`config.mk`:
```
export PLATFORM = sky130hd
export DESIGN_NAME = uart_tx_arbiter
export DESIGN_NICKNAME = d
export VERILOG_FILES = /design/src/rtl/uart_tx_arbiter.sv
export SDC_FILE = /design/constraint.sdc
export NUM_CORES = 1
export LEC_CHECK = 0
export ABC_AREA = 1
export CORE_MARGIN = 2
export CORE_UTILIZATION = 52
export CTS_BUF_LIST = sky130_fd_sc_hd__clkbuf_8
export DETAILED_ROUTE_END_ITERATION = 8
export PLACE_DENSITY = 0.95
export SLEW_MARGIN = 20
export SYNTH_ARGS = -nofsm -noshare
export SYNTH_HDL_FRONTEND = slang
export SYNTH_SLANG_ARGS = --single-unit
```
`constraint.sdc`:
```
create_clock -name clk -period 3 [get_ports clk]
set_input_delay 0.3 -clock clk [delete_from_list [all_inputs] [get_ports clk]]
set_output_delay 0.3 -clock clk [all_outputs]
set_load 0.01 [all_outputs]
```
`src/rtl/uart_tx_arbiter.sv`:
```
// Round-robin, packet-locking arbiter that shares one UART transmitter between two
// byte-stream requesters and aborts a byte if the UART never reports it started.
module uart_tx_arbiter #(
    parameter int unsigned START_TIMEOUT = 16
) (
    input  logic       clk,
    input  logic       rst,
    input  logic       req0_valid,
    input  logic [7:0] req0_data,
    input  logic       req0_last,
    output logic       req0_ready,
    input  logic       req1_valid,
    input  logic [7:0] req1_data,
    input  logic       req1_last,
    output logic       req1_ready,
    output logic       uart_transmit,
    output logic [7:0] uart_tx_byte,
    input  logic       uart_is_transmitting,
    output logic       owner,
    output logic       locked,
    output logic       busy,
    output logic       tx_timeout
);

    typedef enum logic [1:0] {
        IDLE,
        WAIT_START,
        WAIT_DONE
    } state_t;

    localparam logic [7:0] TIMEOUT_LAST = 8'(START_TIMEOUT - 1);

    state_t     state_q;
    logic [7:0] cnt_q;
    logic [7:0] cnt_d;
    logic [7:0] tx_byte_q;
    logic       transmit_q;
    logic       ready0_q;
    logic       ready1_q;
    logic       owner_q;
    logic       locked_q;
    logic       timeout_q;

    logic       elig0;
    logic       elig1;
    logic       grant0;
    logic       grant1;

    // A stale UART busy flag blocks both requesters; a locked packet admits only its owner.
    assign elig0  = req0_valid && !uart_is_transmitting && (!locked_q || !owner_q);
    assign elig1  = req1_valid && !uart_is_transmitting && (!locked_q ||  owner_q);
    assign grant1 = elig1 && (!elig0 || !owner_q);
    assign grant0 = elig0 && !grant1;
    assign cnt_d  = cnt_q + 8'd1;

    always_ff @(posedge clk or posedge rst) begin
        if (rst) begin
            state_q    <= IDLE;
            cnt_q      <= 8'd0;
            tx_byte_q  <= 8'h00;
            transmit_q <= 1'b0;
            ready0_q   <= 1'b0;
            ready1_q   <= 1'b0;
            owner_q    <= 1'b1;
            locked_q   <= 1'b0;
            timeout_q  <= 1'b0;
        end else begin
            transmit_q <= 1'b0;
            ready0_q   <= 1'b0;
            ready1_q   <= 1'b0;
            timeout_q  <= 1'b0;
            case (state_q)
                IDLE: begin
                    if (grant0 || grant1) begin
                        tx_byte_q  <= grant1 ? req1_data : req0_data;
                        transmit_q <= 1'b1;
                        ready0_q   <= grant0;
                        ready1_q   <= grant1;
                        owner_q    <= grant1;
                        locked_q   <= grant1 ? ~req1_last : ~req0_last;
                        cnt_q      <= 8'd0;
                        state_q    <= WAIT_START;
                    end
                end
                WAIT_START: begin
                    cnt_q <= cnt_d;
                    if (uart_is_transmitting) begin
                        state_q <= WAIT_DONE;
                    end else if (cnt_q == TIMEOUT_LAST) begin
                        // UART never started: abandon the byte and the rest of its packet.
                        state_q   <= IDLE;
                        timeout_q <= 1'b1;
                        locked_q  <= 1'b0;
                    end
                end
                WAIT_DONE: begin
                    if (!uart_is_transmitting) begin
                        state_q <= IDLE;
                    end
                end
                default: state_q <= IDLE;
            endcase
        end
    end

    assign req0_ready    = ready0_q;
    assign req1_ready    = ready1_q;
    assign uart_transmit = transmit_q;
    assign uart_tx_byte  = tx_byte_q;
    assign owner         = owner_q;
    assign locked        = locked_q;
    assign busy          = (state_q != IDLE);
    assign tx_timeout    = timeout_q;

endmodule

```
==> metrics, run 1 <==
utilization after layout between 70% and 80%; Synth top area share between 40 and 50%; Iter 0 DRT Violations 15; initial core utilization between 50% and 60%; # resized after CTS 0; Post-DP HPWL 2140 um; ranking of synthesized cells by area dfrtp_1 44%, nand2_1 19%, nand4_1 5.2%, nand3_1 4.9%, inv_1 4.8%; first-pass GRT wire length ~4600 um; worst-path fanout max 4; Initial DRT Pass Iterations 4; initial antenna violation count 0; CTS buffer count 3; critical path type register to output port; Finished Layout Cells 234; dominant cell type by area after synthesis dfrtp_1; grt ovf 0; final setup vio count 0; Placed Area roughly 1700 um2; final hold vios 0; wire length per cell about 13 um; syn_nets between 150 and 200; period utilization roughly three fifths; final net count approximately 230; YS warnings 0; Reg clk slew, reported paths 0.08 ns; Pins Over Slew Limit 0; vias in the first global route 1120; worst setup path startpoint state_q[1]; number of port buffers 37; Clock Skew between 0.004 and 0.005 ns; die height between 50 and 60 um; Place WS between 1 and 1.5 ns; WP data arrival ~1.5 ns; Antenna diodes 0; share of layout cells above drive strength 1 just under 8%; WP data required about 2.7 ns; Yosys reg bits 24; status finished, final reports clean; placed cells 230; vias per inst around 5; Antenna Nets Post-Route 0; Post-CTS Setup Inserts 0; die area approximately 3000 um2; GRT Total Usage between 20% and 30%; crit end category output port; core area approximately 2400 um2; pin count of the biggest net entering global routing 25; FP Rows 18; Clock Latency Late Sink around 0.26 ns; root buffer cell clkbuf_8; R2R depth 8; Max-Cap Viols 0; worst slew pin tran ~0.88 ns; Max VDD drop ~470 uV; sequential fraction of the synthesis area between 40 and 50%; Highest Clock Rate around 540 MHz; area delta synth->final 29.3%; CTS hold repair buffers 0; source of the worst register-to-register timing path owner; Synth Instances roughly 170; CP Launch Type register; clock tree buffer depth 2; final setup margin between 1 and 1.5 ns; htree depth 1; FF-to-FF setup slack roughly 1.4 ns; crit path time final approximately 1.8 ns; reg2reg end uart_tx_byte[2]; # clock sinks 24; pwr dens approximately 750 nW/um2; RSZ-0062 raised after global routing false; Avg Inst Size Synth slightly below 8 um2; cell area after layout about 1700 um2; I/O Pins 38; fill count around 200; DIE WIDTH 54.4 um; leakage power between 0.8 and 0.9 nW; HP Class register to register; Post-Synthesis Cell Area about 1300 um2; Netlist cell types 23; Placer Congestion between 0.8 and 0.9; Fin Setup TNS 0 ns; Worst Setup EP busy; Post-Route WL 2930 um; # DRC 0; Vias 1199; CTS tree yes; max_slew headroom roughly two fifths
==> cells in the final DEF, fill, tap and decap left out, types with 2 or more instances in the layout <==
master,synthesis,final
nand4_1,11,11
o21ai_0,3,3
a21oi_1,3,3
nor2_1,12,12
nand2_2,3,3
clkbuf_8,0,3
nand3_2,2,2
inv_1,17,18
nand3_1,13,13
dfrtp_1,23,23
nand2_1,67,67
clkdlybuf4s50_1,0,37
==> cell type report <==
type	count	area, um2	share of cell area (%)
Tap cell	30	37.5	2.20
Timing Repair Buffer	37	370	21.7
Sequential cell	24	602	35.3
Clock inverter	1	3.75	0.220
Multi-Input combinational cell	120	578	33.9
Clock buffer	3	41.3	2.42
Inverter	19	72.6	4.26
==> logic make-up (layout without fill, tap and decap cells) <==
family / Yosys count / after routing / synth area share, %
AOI/OAI and AO/OA: 7 / 7 / 3.70
adders and majority gates: 1 / 1 / 0.949
buffers and inverters: 25 / 60 / 10.5
DFF: 24 / 24 / 45.6
and+or+nand+nor: 112 / 112 / 39.2
==> power breakdown <==
part	internal [W]	switching, W
sequential	0.000428	0.0000743
clock	0.0000914	0.0000973
combinational	0.000265	0.000323
total	0.000785	0.000495
==> metrics by stage <==
| step | hold WS (ns) | power (W) |
|---|---|---|
| 5_1_grt | 0.511 | 0.00137 |
| 4_1_cts | 0.492 | 0.00129 |
| 6_report | 0.483 | 0.00128 |
| 2_1_floorplan | 0.314 | 0.000877 |
| 3_5_place_dp | 0.469 | 0.00109 |
| 3_3_place_gp | 0.449 | 0.00107 |
==> how the worst min path moves through the flow <==
stage	startpoint	to	slack [ns]	depth (start not counted)
after floorplan	rst	cnt_q[0]	0.31	1
after global placement	state_q[0]	state_q[1]	0.45	1
after detailed placement	uart_tx_byte[5]	uart_tx_byte[5]	0.47	2
after CTS	uart_tx_byte[6]	uart_tx_byte[6]	0.49	2
after global routing	state_q[1]	state_q[1]	0.51	1
final	uart_tx_byte[6]	uart_tx_byte[6]	0.48	2
==> worst max-delay path, stage by stage, from the launching register on <==
cell,delay [ns]
dfrtp_1,0.41
nor2_1,0.23
inv_1,0.15
clkdlybuf4s50_1,0.50
==> sequential cells by signal (all words and copies together) (netlist names) <==
signal	flops
cnt_q	8
tx_timeout	1
req1_ready	1
locked	1
req0_ready	1
uart_tx_byte	8
owner	1
uart_transmit	1
state_q	2
==> Yosys cell counts, drive strengths merged <==
cell and number:
nand2 71, o21ai 3, nor2 13, inv 18, buf 6, dfrtp 23, a21oi 3, nand3 16
dfstp 1, clkinv 1, nor3b 1, ha 1, nand4 11, o21bai 1
==> metal layers <==
layer / share of wire [%] / track usage (%)
met3: 2.0 / 1.64
met5: 0 / 0
met2: 53 / 42.4
met4: 1.5 / 9.17
met1: 44 / 25.7
(Power assumes the default switching activity.)
==> run 2, diff against run 1 <==
--- a/config.mk
+++ b/config.mk
@@ -7,10 +7,10 @@
 export LEC_CHECK = 0
 export ABC_AREA = 1
 export CORE_MARGIN = 2
-export CORE_UTILIZATION = 52
+export CORE_UTILIZATION = 49
 export CTS_BUF_LIST = sky130_fd_sc_hd__clkbuf_8
 export DETAILED_ROUTE_END_ITERATION = 8
-export PLACE_DENSITY = 0.95
+export PLACE_DENSITY = 0.94
 export SLEW_MARGIN = 20
 export SYNTH_ARGS = -nofsm -noshare
 export SYNTH_HDL_FRONTEND = slang
==> constraint.sdc (replaced) <==
create_clock -name clk -period 1.79 [get_ports clk]
set_input_delay 0.179 -clock clk [delete_from_list [all_inputs] [get_ports clk]]
set_output_delay 0.179 -clock clk [all_outputs]
set_load 0.01 [all_outputs]
==> run 2 against run 1 <==
Compared with the run above: register-to-register slack worse by 1.1 ns; sequential share of layout area is 0.61 points lower; cell area up 1.8%; critical path type unchanged; setup slack got worse by 1.1 ns; critical endpoint unchanged.
==> metrics, run 2 (synthesis gave the netlist of run 1 again) <==
status finished, final reports clean; wire length per cell approximately 12 um; most common cell after layout, fill and taps aside nand2_1; Clock Latency Late Sink around 0.27 ns; number of port buffers 37; die area roughly 3100 um2; FP Rows 18; Initial DRT Pass Iterations 4; Antenna Nets Post-Route 0; Highest Clock Rate 587 MHz; delay-heaviest family, CP buffers and inverters; Fin Setup TNS 0 ns; CTS tree yes; vias per inst slightly above 5; Worst path max stage delay around 0.50 ns; final hold vios 0; pwr dens around 1300 nW/um2; Post-Route WL a little under 3000 um; Place WS 0.141 ns; CTS buffer count 3; # clock sinks 24; htree depth 1; first-pass GRT wire length 5020 um; Vias 1231; Clock Skew 0.00456 ns; # resized after CTS 0; Max VDD drop roughly 890 uV; fill count ~200; GRT Total Usage between 20% and 30%; root buffer cell clkbuf_8; share of layout cells above drive strength 1 9.62%; die height approximately 56 um; worst path buffer plus inverter count 2; worst-path fanout max 4; commonest cells after routing, fill and taps aside 67 x nand2_1, 37 x clkdlybuf4s50_1, 23 x dfrtp_1; pin count of the biggest net entering global routing 25; CP max stage cell clkdlybuf4s50_1; WP data arrival about 1.5 ns; Placer Congestion slightly below 0.8; area delta synth->final 31.6%; crit-path cells nor2_1 -> inv_1 -> clkdlybuf4s50_1; Tot Pwr approximately 0.0022 W; worst slew pin tran 0.296 ns; initial antenna violation count 0; final setup margin between 0.08 and 0.09 ns; Iter 0 DRT Violations 26; crit path time final 1.70 ns; RSZ-0062 raised after global routing false; WP data required 1.61 ns; Post-DP HPWL between 2000 and 2500 um; leakage power 0.916 nW; final net count 233; Max-Cap Viols 0; DIE WIDTH roughly 56 um; Reg clk slew, reported paths ~0.08 ns; max_slew headroom 80.2%; period utilization between 90% and 100%; vias in the first global route 1230; initial core utilization 52.3%; CP Launch Type register; Antenna diodes 0; critical path type register to output port; Post-CTS Setup Inserts 0; grt ovf 0; I/O Pins 38; HP Class input pin to async pin; clock tree buffer depth 2; crit end category output port; CTS hold repair buffers 0; # DRC 0; Pins Over Slew Limit 0; final setup vio count 0; core area between 2000 and 3000 um2
## run 2: final timing paths
| check | from | end | slack, ns | cells past startpoint |
|---|---|---|---|---|
| max | state_q[1] | busy | 0.09 | 3 |
| min | rst | cnt_q[6] | 0.25 | 3 |
| max reg2reg | owner | uart_tx_byte[0] | 0.32 | 7 |
| min reg2reg | state_q[0] | state_q[1] | 0.47 | 1 |
| max in group asynchronous | rst | owner | 1.26 | 3 |
| min in group clk | state_q[0] | state_q[1] | 0.47 | 1 |
## run 2: tightest hold or removal path: stages
cell and delay (ns):
clkdlybuf4s50_1 0.39, inv_1 0.05, buf_4 0.29
## run 2: cell type report
cell class / count / area [um2] / share of cell area (%)
well taps: 30 / 37.5 / 2.16
multi-input cells: 120 / 578 / 33.3
repair buffers: 41 / 400 / 23.1
clock buffers: 3 / 41.3 / 2.38
clock inverters: 1 / 3.75 / 0.216
inverters: 19 / 72.6 / 4.18
flip-flops and latches: 24 / 602 / 34.7
## run 2: power by group
group	internal, W	total [W]	switching (W)
combinational	0.000473	0.00102	0.000548
clock	0.000153	0.000314	0.000161
sequential	0.000718	0.000843	0.000124
total	0.00134	0.00218	0.000833
## run 2: stage by stage
step	instance area [um2]	cells	util, %	hold slack [ns]
after floorplan	1320	169	-	0.193
after global placement	1690	234	67.0	0.450
after detailed placement	1690	234	67.0	0.464
after CTS	1740	238	68.8	0.253
after global routing	1740	238	68.8	0.297
final	1740	238	68.8	0.246
## run 2: metal layers
metal  GRT usage [%]  routed length (um)  share of wire (%)  up-vias
li1                -                   -                  -      612
met1            24.0                1240                 43      574
met2            35.0                1420                 49       39
met3            5.58                 170                5.9        6
met4            7.48                  52                1.8        0
met5               0                   0                  0        -
